`config.mk`:
```
export PLATFORM = sky130hd
export DESIGN_NAME = iter_div_unit_flat
export DESIGN_NICKNAME = d
export VERILOG_FILES = /design/src/rtl/iter_div_unit_if.sv /design/src/rtl/iter_div_unit.sv /design/src/flat_wrapper.sv
export SDC_FILE = /design/constraint.sdc
export NUM_CORES = 1
export LEC_CHECK = 0
export ABC_AREA = 1
export CORE_ASPECT_RATIO = 0.9
export CORE_MARGIN = 10
export CORE_UTILIZATION = 58
export CTS_CLUSTER_DIAMETER = 30
export DETAILED_ROUTE_END_ITERATION = 10
export DONT_BUFFER_PORTS = 1
export PLACE_DENSITY = 0.74
export SYNTH_ARGS = -nofsm -noshare
export SYNTH_HDL_FRONTEND = slang
export SYNTH_SLANG_ARGS = --single-unit
export TNS_END_PERCENT = 30
```
`constraint.sdc`:
```
create_clock -name clk -period 8.94 [get_ports clk]
set_clock_uncertainty 0.15 [all_clocks]
set_input_delay 0.447 -clock clk [delete_from_list [all_inputs] [get_ports clk]]
set_output_delay 0.447 -clock clk [all_outputs]
set_load 0.01 [all_outputs]
```
`src/rtl/iter_div_unit_if.sv`:
```
// Divider handshake bundle between the EX stage (master) and the
// iterative divider (slave): op request, flush, result and busy/done.
interface iter_div_unit_if #(
   parameter int unsigned XLEN = 32
);
   logic            start;
   logic            flush;
   logic [1:0]      op;
   logic [XLEN-1:0] a;
   logic [XLEN-1:0] b;
   logic [XLEN-1:0] result;
   logic            busy;
   logic            done;

   modport master (
      output start, flush, op, a, b,
      input  result, busy, done
   );

   modport slave (
      input  start, flush, op, a, b,
      output result, busy, done
   );
endinterface

```
`src/rtl/iter_div_unit.sv`:
```
// iter_div_unit: multicycle RV32M divider (DIV/DIVU/REM/REMU), radix-2
// restoring, one quotient bit per cycle on magnitudes with a sign fix at
// the end. busy stalls the pipeline from the accept cycle to the last
// iteration; done pulses for one cycle with result valid.
// Optional build macro DIV_SPECIAL_FASTPATH_EN: divide-by-zero and signed
// overflow skip the iterations and complete one cycle after accept.
module iter_div_unit #(
   parameter int unsigned XLEN = 32
) (
   input logic               clk,
   input logic               rst,
   iter_div_unit_if.slave    div
);

   localparam int unsigned CW = $clog2(XLEN);

   localparam logic [1:0] S_IDLE = 2'd0;
   localparam logic [1:0] S_CALC = 2'd1;
   localparam logic [1:0] S_DONE = 2'd2;

   logic [1:0]      state_q,  state_d;
   logic [CW-1:0]   cnt_q,    cnt_d;
   logic [1:0]      op_q,     op_d;
   logic            q_neg_q,  q_neg_d;
   logic            r_neg_q,  r_neg_d;
   logic            divz_q,   divz_d;
   logic            ovf_q,    ovf_d;
   logic [XLEN-1:0] a_q,      a_d;
   logic [XLEN-1:0] dvsr_q,   dvsr_d;
   logic [XLEN-1:0] quo_q,    quo_d;
   logic [XLEN-1:0] rem_q,    rem_d;
   logic [XLEN-1:0] result_q, result_d;
   logic            done_q,   done_d;

   logic            accept;
   logic            is_signed;
   logic            a_sign;
   logic            b_sign;
   logic [XLEN-1:0] abs_a;
   logic [XLEN-1:0] abs_b;
   logic            b_zero;
   logic            in_ovf;

   logic [XLEN:0]   shifted;
   logic            no_borrow;
   logic [XLEN-1:0] rem_step;
   logic [XLEN-1:0] quo_step;

   // Applies sign correction and the mandated divide-by-zero / overflow values.
   function automatic logic [XLEN-1:0] fix_result(
      input logic [1:0]      f_op,
      input logic            qneg,
      input logic            rneg,
      input logic            divz,
      input logic            ovf,
      input logic [XLEN-1:0] a_orig,
      input logic [XLEN-1:0] q,
      input logic [XLEN-1:0] r
   );
      logic [XLEN-1:0] quo;
      logic [XLEN-1:0] rmd;
      quo = qneg ? (~q + 1'b1) : q;
      rmd = rneg ? (~r + 1'b1) : r;
      if (divz) begin
         quo = '1;
         rmd = a_orig;
      end else if (ovf) begin
         quo = {1'b1, {(XLEN-1){1'b0}}};
         rmd = '0;
      end
      return f_op[1] ? rmd : quo;
   endfunction

   assign accept    = (state_q == S_IDLE) && div.start && !div.flush;
   assign is_signed = !div.op[0];
   assign a_sign    = is_signed && div.a[XLEN-1];
   assign b_sign    = is_signed && div.b[XLEN-1];
   assign abs_a     = a_sign ? (~div.a + 1'b1) : div.a;
   assign abs_b     = b_sign ? (~div.b + 1'b1) : div.b;
   assign b_zero    = (div.b == '0);
   assign in_ovf    = is_signed && (div.a == {1'b1, {(XLEN-1){1'b0}}}) && (div.b == '1);

   // Partial remainder is shifted into XLEN+1 bits so a divisor with its
   // MSB set (DIVU) cannot lose the top bit of the shifted remainder.
   assign shifted   = {rem_q, quo_q[XLEN-1]};
   assign no_borrow = (shifted >= {1'b0, dvsr_q});
   assign rem_step  = no_borrow ? XLEN'(shifted - {1'b0, dvsr_q}) : XLEN'(shifted);
   assign quo_step  = {quo_q[XLEN-2:0], no_borrow};

   assign div.busy   = accept || (state_q == S_CALC);
   assign div.done   = done_q;
   assign div.result = result_q;

   // FSM, operand capture, iteration step and completion.
   always_comb begin
      state_d  = state_q;
      cnt_d    = cnt_q;
      op_d     = op_q;
      q_neg_d  = q_neg_q;
      r_neg_d  = r_neg_q;
      divz_d   = divz_q;
      ovf_d    = ovf_q;
      a_d      = a_q;
      dvsr_d   = dvsr_q;
      quo_d    = quo_q;
      rem_d    = rem_q;
      result_d = result_q;
      done_d   = 1'b0;
      case (state_q)
         S_IDLE: begin
            if (accept) begin
               op_d    = div.op;
               q_neg_d = a_sign ^ b_sign;
               r_neg_d = a_sign;
               divz_d  = b_zero;
               ovf_d   = in_ovf;
               a_d     = div.a;
               dvsr_d  = abs_b;
               quo_d   = abs_a;
               rem_d   = '0;
               cnt_d   = CW'(XLEN-1);
`ifdef DIV_SPECIAL_FASTPATH_EN
               if (b_zero || in_ovf) begin
                  state_d  = S_DONE;
                  done_d   = 1'b1;
                  result_d = fix_result(div.op, 1'b0, 1'b0, b_zero, in_ovf,
                                        div.a, '0, '0);
               end else begin
                  state_d = S_CALC;
               end
`else
               state_d = S_CALC;
`endif
            end
         end
         S_CALC: begin
            if (div.flush) begin
               state_d = S_IDLE;
            end else begin
               quo_d = quo_step;
               rem_d = rem_step;
               cnt_d = cnt_q - 1'b1;
               if (cnt_q == '0) begin
                  state_d  = S_DONE;
                  done_d   = 1'b1;
                  result_d = fix_result(op_q, q_neg_q, r_neg_q, divz_q, ovf_q,
                                        a_q, quo_step, rem_step);
               end
            end
         end
         S_DONE: begin
            state_d = S_IDLE;
         end
         default: begin
            state_d = S_IDLE;
         end
      endcase
   end

   // State registers with asynchronous clear.
   always_ff @(posedge clk or posedge rst) begin
      if (rst) begin
         state_q  <= S_IDLE;
         cnt_q    <= '0;
         op_q     <= '0;
         q_neg_q  <= 1'b0;
         r_neg_q  <= 1'b0;
         divz_q   <= 1'b0;
         ovf_q    <= 1'b0;
         a_q      <= '0;
         dvsr_q   <= '0;
         quo_q    <= '0;
         rem_q    <= '0;
         result_q <= '0;
         done_q   <= 1'b0;
      end else begin
         state_q  <= state_d;
         cnt_q    <= cnt_d;
         op_q     <= op_d;
         q_neg_q  <= q_neg_d;
         r_neg_q  <= r_neg_d;
         divz_q   <= divz_d;
         ovf_q    <= ovf_d;
         a_q      <= a_d;
         dvsr_q   <= dvsr_d;
         quo_q    <= quo_d;
         rem_q    <= rem_d;
         result_q <= result_d;
         done_q   <= done_d;
      end
   end

endmodule

```
`src/flat_wrapper.sv`:
```
// flat-port wrapper written by rule: the top's interface ports become plain ports
module iter_div_unit_flat 
#(
   parameter int unsigned XLEN = 32
)
  (clk, rst, div_start, div_flush, div_op, div_a, div_b, div_result, div_busy, div_done);
  iter_div_unit_if #(.XLEN(XLEN)) div_i ();
  input logic clk;
  input logic rst;
  input wire logic [$bits(div_i.start)-1:0] div_start;
  input wire logic [$bits(div_i.flush)-1:0] div_flush;
  input wire logic [$bits(div_i.op)-1:0] div_op;
  input wire logic [$bits(div_i.a)-1:0] div_a;
  input wire logic [$bits(div_i.b)-1:0] div_b;
  output wire logic [$bits(div_i.result)-1:0] div_result;
  output wire logic [$bits(div_i.busy)-1:0] div_busy;
  output wire logic [$bits(div_i.done)-1:0] div_done;
  assign div_i.start = div_start;
  assign div_i.flush = div_flush;
  assign div_i.op = div_op;
  assign div_i.a = div_a;
  assign div_i.b = div_b;
  assign div_result = div_i.result;
  assign div_busy = div_i.busy;
  assign div_done = div_i.done;
  iter_div_unit #(.XLEN(XLEN)) u_core (.clk(clk), .rst(rst), .div(div_i));
endmodule
```
# == After elaboration in Yosys (flattened, before gate mapping) ==
# Cells that the tools add are included.
# totals
wordCells,75
ff_bits,174
out_inout_bits,34
# classes
muxes,26
n_addsub,6
n_lt_le_gt_ge,1
n_reduce_logical,17
bitwise_logic,6
n_eq_ne,6
# ops
op,n
$mux 32,14
$add 32x1->32 const B,4
$not 32->32,4
$pmux 32 s2,2
$eq 32x32->1 const B,2
$ge 33x32->1,1
$logic_not 32->1,1
$sub 32x32->32,1
$mux 5,2
$pmux 5 s2,1
$logic_and 1x1->1,6
$mux 2,3
$reduce_and 3->1,2
$logic_not 5->1,1
$sub 5x1->5 const B,1
$pmux 2 s2,1
$reduce_and 2->1,2
$mux 1,3
$ne 3x3->1 const B,1
$eq 2x1->1 const B,1
$logic_not 1->1,2
$logic_not 2->1,1
$ne 2x1->1 const B,1
$ne 2x2->1 const B,1
other kinds (4),4

# == Logic depth before layout (Yosys ltp) ==
# Gate-level depths: netlist of the first run.
# logic_depth
ltp_word,8
mapped_depth,31
depth_no_buf,30

# == Worst setup path before layout of the first run ==
# Ideal clock, no wire load.
# synth_path
path_type,reg2reg
startpoint,register u_core.rem_q[7]
endpoint,"register u_core.result_q[28], in the netlist u_core.div.result[28]"
slack_ps,5186
t_arrival_ps,3538
t_required_ps,8724
setup_ps,66
stages_incl_launch_ff,31
cell_sequence,dfrtp_1 ha_1 nand2_2 inv_2 nand2_1 nand2_2 inv_2 nand3_2 nand2_2 nand2_2 nand2_2 nand2_4 buf_8 inv_2 ha_1 inv_1 nor3_2 inv_1 nor2_1 nand4_1 nor2_1 inv_1 nor2_2 a21oi_1 a21oi_2 nand2_1 a21oi_1 o21ai_0 a21oi_1 nand2_1 nand2_1
# synth_between
elab_chain_cells,8
elab_cells_between_ends,14
# synth_lines
item,line,rtl
from (decl),iter_div_unit.sv:31,"logic [XLEN-1:0] rem_q, rem_d;"
from (signal assigned),iter_div_unit.sv:187,rem_q <= rem_d;
$sub 32x32->32 or $ge 33x32->1 (tied branches),"iter_div_unit.sv:87, iter_div_unit.sv:86",
$mux 32,iter_div_unit.sv:87,"assign rem_step = no_borrow ? XLEN'(shifted - {1'b0, dvsr_q}) : XLEN'(shifted);"
$not 32->32,iter_div_unit.sv:63,rmd = rneg ? (~r + 1'b1) : r;
$add 32x1->32,iter_div_unit.sv:63,
$mux 32,iter_div_unit.sv:63,
$mux 32,iter_div_unit.sv:67,end else if (ovf) begin
$mux 32,iter_div_unit.sv:64,if (divz) begin
$mux 32 (*),iter_div_unit.sv:71,return f_op[1] ? rmd : quo;
to (signal assigned),iter_div_unit.sv:188,result_q <= result_d;
to (decl),iter_div_unit.sv:32,"logic [XLEN-1:0] result_q, result_d;"
# Every way passes the cells marked *; elsewhere a longest branch is shown, timed or not.
# A chain may end at the register's enable or synchronous reset.

# == Final worst setup path of the first run ==
# layout_path
startpoint,register u_core.rem_q[11]
endpoint,"register u_core.result_q[28], in the netlist u_core.div.result[28]"
# The elaborated chain is that of the path after synthesis.

==> impl_metrics.ini, run 1 <==
[worst_setup_path]
critical-path-max-stage-delay_ns = 0.54
path_common_cell = nand2_1
path_class = reg -> reg
cp.required_ns = 9.18
crit_fanout = 47
start_kind = register
reg2regPathDepth = 29
cp_slowest_cell = nand2_4
cp_data_arrival_time_ns = 5.67
cp-end-kind = register

[yosys]
yosysTopAreaCell = dfrtp_1
synth_area_leaders = dfrtp_1 (31%), nand2_1 (19%), inv_1 (7.7%)
synth_seq_cells = 173
syn-instance-count = 2185
synth_edf_count = 0
synth_flop_cell = dfrtp_1
synth_top_area_share_pct = 31.4
postSynthAreaPerCell_um2 = 6.30
synth_most_common_cell = nand2_1
synth_cell_type_count = 49
synthArstFlopShare_pct = 100
yosys-top-cells-count = nand2_1 (693), inv_1 (283), o21ai_0 (180)
yosys_warnings = 0
syn_area_um2 = 13800
syn-num-nets = 2295
seq_area_frac_synth_pct = 31.4

[clock_network]
clock_sinks = 173
cts_max_level = 4
clockBufferDepth = 2
cts_buffers = 17
insertion_delay_ns = 0.45
cts_tree = yes
clk_pin_slew_worst_paths_ns = 0.08
clock-root-buffer = clkbuf_16
cts-resized-gates = 0

[placed_design]
hpwl_um = 39100
dpl_worst_slack_ns = 3.69
gp_congestion = 1.03
place.port_buffers = 0

[final_layout]
syn_to_final_growth_pct = 6.75
drive_gt1_share_pct = 6.22
final_nets = 2268
n_antenna_cell = 0

[status]
violations = negative hold slack
status = complete, but fails checks

[hold_path]
min_path_type = in -> async

[floorplanning]
die_h_um = 166
die_w_um = 182
io_pins = 104
die-area_um2 = 30300
num_rows = 53
start_util_pct = 59.0
core_um2 = 23300

[power_and_ir_drop]
irDropWorstVdd_mv = 0.344
power.density_nw_per_um2 = 357
p_leak_nw = 7.57

[route]
drtPass1Iterations = 6
drc_errors = 0
num_vias = 14800
vias_per_cell = 5.99
drtAntennaViolNets = 0
wl_per_cell_um = 20.8
wl_um = 51500
drtIter0Drc = 1904

[global_routing]
grt_busiest_layer = met1
grt_max_degree = 109
overflow = 0
grt_pass1_wl_um = 79400
grtUsageTotal_pct = 33.2
antenna_found_initial = 4
grt_util_met1_pct = 48.3
grt_pass1_vias = 13600
grtUsageMet3_pct = 11.9
use_met2_pct = 44.8

[sta]
clock.fmax_ghz = 0.184
tightestPinTransition_ns = 1.12
drv_slew = 0
fin_ws_ns = 3.51
hold_viol_final = 65
slew-limit-headroom_pct = 25.0
fin_setup_tns_ns = 0
grt_setup_unrepaired = no
hold_ws_ns = -0.0368
finalCriticalPeriod_ns = 5.43
setup_violations = 0
fin_crit_sh_pct = 60.8

[job]
drv_cap = 0
==> per-stage QoR <==
step	area (µm²)	hold slack, ns	utilization [%]	total power [mW]	instances
4_1_cts	14700	0.00569	63.0	5.14	2473
2_1_floorplan	13800	0.292	-	3.45	2185
3_5_place_dp	14000	0.316	59.9	4.33	2430
5_1_grt	14700	0.0238	63.0	5.62	2473
6_report	14700	-0.0368	63.0	5.25	2473
3_3_place_gp	14000	0.305	59.9	4.30	2430
==> state kept, by name (all words and copies together), names as in the netlist, 2 cells and up <==
signal,count
u_core.a_q,32
u_core.div.result,32
u_core.state_q,2
u_core.dvsr_q,32
u_core.rem_q,32
u_core.quo_q,32
u_core.cnt_q,5
==> worst max-delay path, delay by kind of cell, from the launching register on <==
kind,cells,cell delay (ns)
AOI/OAI and AO/OA,5,0.74
buffers and inverters,6,0.70
and+or+nand+nor,16,2.80
DFF,1,0.40
adders and majority gates,2,0.58
==> what timing repair did <==
item | in CTS | in global routing
hold endpoints to repair | 11 | 0
setup buffers | 0 | 0
hold buffers | 11 | 0
==> logic make-up after synthesis <==
group,share of synthesized area (%)
AOI/OAI and AO/OA,15.6
xor gates and xnor gates,2.80
adders and majority gates,3.69
buffers and inverters,10.5
DFF,31.4
and+or+nand+nor,36.0
==> metal layers <==
metal  wire length, µm  share of wire [%]
met2             20400                 40
met3              7550                 15
met1             22400                 44
met5                27              0.052
met4              1130                2.2
==> placed cells by master, fill, tap and decap left out, types with 4 or more instances in the layout <==
cell type / instances
o221ai_1: 4
clkinv_1: 5
o31ai_1: 6
o21ai_1: 17
or2_2: 10
nand2_1: 693
ha_1: 39
nor2_2: 21
xor2_1: 34
dlygate4sd3_1: 11
nand2_2: 24
dfrtp_1: 173
nand3_1: 163
a21oi_1: 130
xnor2_1: 10
buf_4: 20
clkbuf_16: 17
o22ai_1: 9
nand4_1: 27
inv_8: 4
inv_1: 281
o21ai_2: 4
inv_2: 7
o21ai_0: 180
o211ai_1: 27
nor4_1: 9
nand3b_1: 6
nor3_1: 28
nor2_1: 164
==> layout make-up <==
type / instances / area, µm²
Multi-Input combinational cell: 1641 / 8010
Inverter: 294 / 1110
Clock buffer: 18 / 439
Sequential cell: 173 / 4330
Fill cell: 2274 / 8640
Clock inverter: 14 / 173
Tap cell: 302 / 378
Timing Repair Buffer: 31 / 260
==> where the power goes <==
part	internal [mW]	total, mW	leakage [nW]	switching (mW)
logic	0.953	3.35	5.06	2.40
registers	0.949	1.10	2.22	0.156
clock network	0.409	0.797	0.289	0.389
total	2.31	5.25	7.57	2.94
==> path summary, 6_finish.rpt <==
kind	startpoint	slack, ns	end
max reg2reg	u_core.rem_q[11]$_DFFE_PP0P_	3.51	u_core.div.result[28]$_DFFE_PP0P_
min	rst	-0.04	u_core.dvsr_q[24]$_DFFE_PP0P_
max in group asynchronous	rst	7.14	u_core.a_q[9]$_DFFE_PP0P_
min reg2reg	u_core.a_q[11]$_DFFE_PP0P_	0.33	u_core.a_q[11]$_DFFE_PP0P_
max	u_core.rem_q[11]$_DFFE_PP0P_	3.51	u_core.div.result[28]$_DFFE_PP0P_
min in group clk	div_a[16]	0.01	u_core.a_q[16]$_DFFE_PP0P_
(Power assumes the default switching activity.)
==> run 2, diff against run 1 <==
==> constraint.sdc (replaced) <==
create_clock -name clk -period 5.1 [get_ports clk]
set_clock_uncertainty 0.15 [all_clocks]
set_input_delay 0.255 -clock clk [delete_from_list [all_inputs] [get_ports clk]]
set_output_delay 0.255 -clock clk [all_outputs]
set_load 0.01 [all_outputs]
==> run 2 against run 1 <==
Compared with the run above: the run now ends clean; utilization rose by 2.4 points; clock power rose by 71%; setup slack got worse by 3.2 ns; worst hold slack improved by 0.049 ns; maximum frequency rose by 14%; sequential share of layout area fell by 1.1 points; flip-flop and latch count did not move; wire length rose by 3.1%; critical path type unchanged; sequential power rose by 76%; power rose by 75%; register-to-register slack got worse by 3.2 ns.
==> impl_metrics.ini, run 2 (synthesized netlist as in run 1, its figures left out) <==
[status]
status = finished clean

[clock_network]
clockBufferDepth = 2
cts_buffers = 17
cts_max_level = 4
clk_pin_slew_worst_paths_ns = 0.09
cts-resized-gates = 0
insertion_delay_ns = 0.45
cts_tree = yes
clock-root-buffer = clkbuf_16
clock_sinks = 173

[route]
met1_length_um = 22000
wl_per_cell_um = 20.9
dr_wl_met3_um = 7610
drc_errors = 0
wl_um = 53000
drtAntennaViolNets = 0
drtPass1Iterations = 6
num_vias = 15500
vias_per_cell = 6.11
met2_length_um = 21800
dr.max_layer_used = met5
drtIter0Drc = 2348

[floorplanning]
io_pins = 104
die_h_um = 166
start_util_pct = 59.0
die-area_um2 = 30300
num_rows = 53
die_w_um = 182
core_um2 = 23300

[hold_path]
hold-path-endpoint = u_core.dvsr_q[20]$_DFFE_PP0P_
min_path_type = in -> reg
holdPathStages = 5
min-delay-start = div_b[19]

[global_routing]
antenna_found_initial = 4
overflow = 0
grt_pass1_vias = 14500
grt_max_degree = 102
grtUsageTotal_pct = 34.4
grt_pass1_wl_um = 82800

[worst_setup_path]
crit_buf_inv = 5
cp_top_family = simple AND/OR/NAND/NOR gates
r2r-start = u_core.dvsr_q[17]$_DFFE_PP0P_
critical-path-max-stage-delay_ns = 0.38
cp_slowest_cell = dfrtp_1
startpoint = u_core.dvsr_q[17]$_DFFE_PP0P_
cp.required_ns = 5.34
r2r_slack_ns = 0.34
path_common_cell = nand2_1
cp-end-kind = register
cp_data_arrival_time_ns = 5.00
path_class = reg -> reg
crit_fanout = 9
r2r-end = u_core.div.result[28]$_DFFE_PP0P_
reg2regPathDepth = 28
start_kind = register

[final_layout]
final_common_cell = nand2_1
fin_area_um2 = 15300
most-common-layout-cells = nand2_1 (693), inv_1 (281), o21ai_0 (180), dfrtp_1 (173), nor2_1 (164)
final_util_pct = 65.4
syn_to_final_growth_pct = 10.8
drive_gt1_share_pct = 6.19
final_nets = 2326

[sta]
tightestPinTransition_ns = 1.15
hold_viol_final = 0
setup_violations = 0
hold_ws_ns = 0.0119
slew-limit-headroom_pct = 23.0
fin_setup_tns_ns = 0
fin_crit_sh_pct = 93.4
grt_setup_unrepaired = no
clock.fmax_ghz = 0.210
drv_slew = 0
finalCriticalPeriod_ns = 4.76

[job]
drv_cap = 0

[placed_design]
gp_congestion = 1.01
place.port_buffers = 0
hpwl_um = 39500
placed_area_um2 = 14000

[power_and_ir_drop]
p_leak_nw = 7.81
p_total_mw = 9.19
irDropWorstVdd_mv = 0.543
power.density_nw_per_um2 = 602
-- run 2: worst min-delay path: stages --
cell     delay [ns]
nor2_1         0.02
nand3_1        0.11
nand3_1        0.08
nand2_1        0.06
o22ai_1        0.06
-- run 2: worst max-delay path by stage --
stage | to | slack (ns) | cells after the start
2_1_floorplan | u_core.a_q[0]$_DFFE_PP0P_ | 0.007 | 1
3_3_place_gp | u_core.div.result[28]$_DFFE_PP0P_ | 0.71 | 26
3_5_place_dp | u_core.div.result[28]$_DFFE_PP0P_ | 0.53 | 28
4_1_cts | u_core.div.result[28]$_DFFE_PP0P_ | 0.49 | 28
5_1_grt | u_core.div.result[28]$_DFFE_PP0P_ | 0.05 | 28
6_report | u_core.div.result[28]$_DFFE_PP0P_ | 0.34 | 28
-- run 2: per-stage QoR --
stage,instances,worst slack (ns)
global placement,2434,0.707
detailed placement,2434,0.531
finish,2532,0.335
floorplan,2185,0.00650
CTS,2531,0.489
global route,2531,0.0503
-- run 2: routing by layer --
| metal | vias up | track usage [%] |
|---|---|---|
| li1 | 7110 | - |
| met1 | 7158 | 48.1 |
| met2 | 1061 | 48.8 |
| met3 | 140 | 11.6 |
| met4 | 4 | 10.5 |
| met5 | - | 0 |
-- run 2: final cells by class --
type	count	area, µm²
clock buffer	18	429
inverter	294	1110
tap	302	378
multi-input combinational	1641	8010
sequential	173	4330
fill	2155	8080
antenna	1	2.50
clock inverter	14	173
timing repair buffer	89	831
-- run 2: where the power goes --
part	switching, mW	total (mW)	internal (mW)
Sequential	0.279	1.94	1.66
Combinational	4.16	5.88	1.72
Clock	0.661	1.36	0.703
Total	5.10	9.19	4.09
-- run 2: timing repair --
item | in CTS | in global routing
hold buffers | 65 | 0
hold endpoints to repair | 187 | 0
buffers inserted | 0 | 0
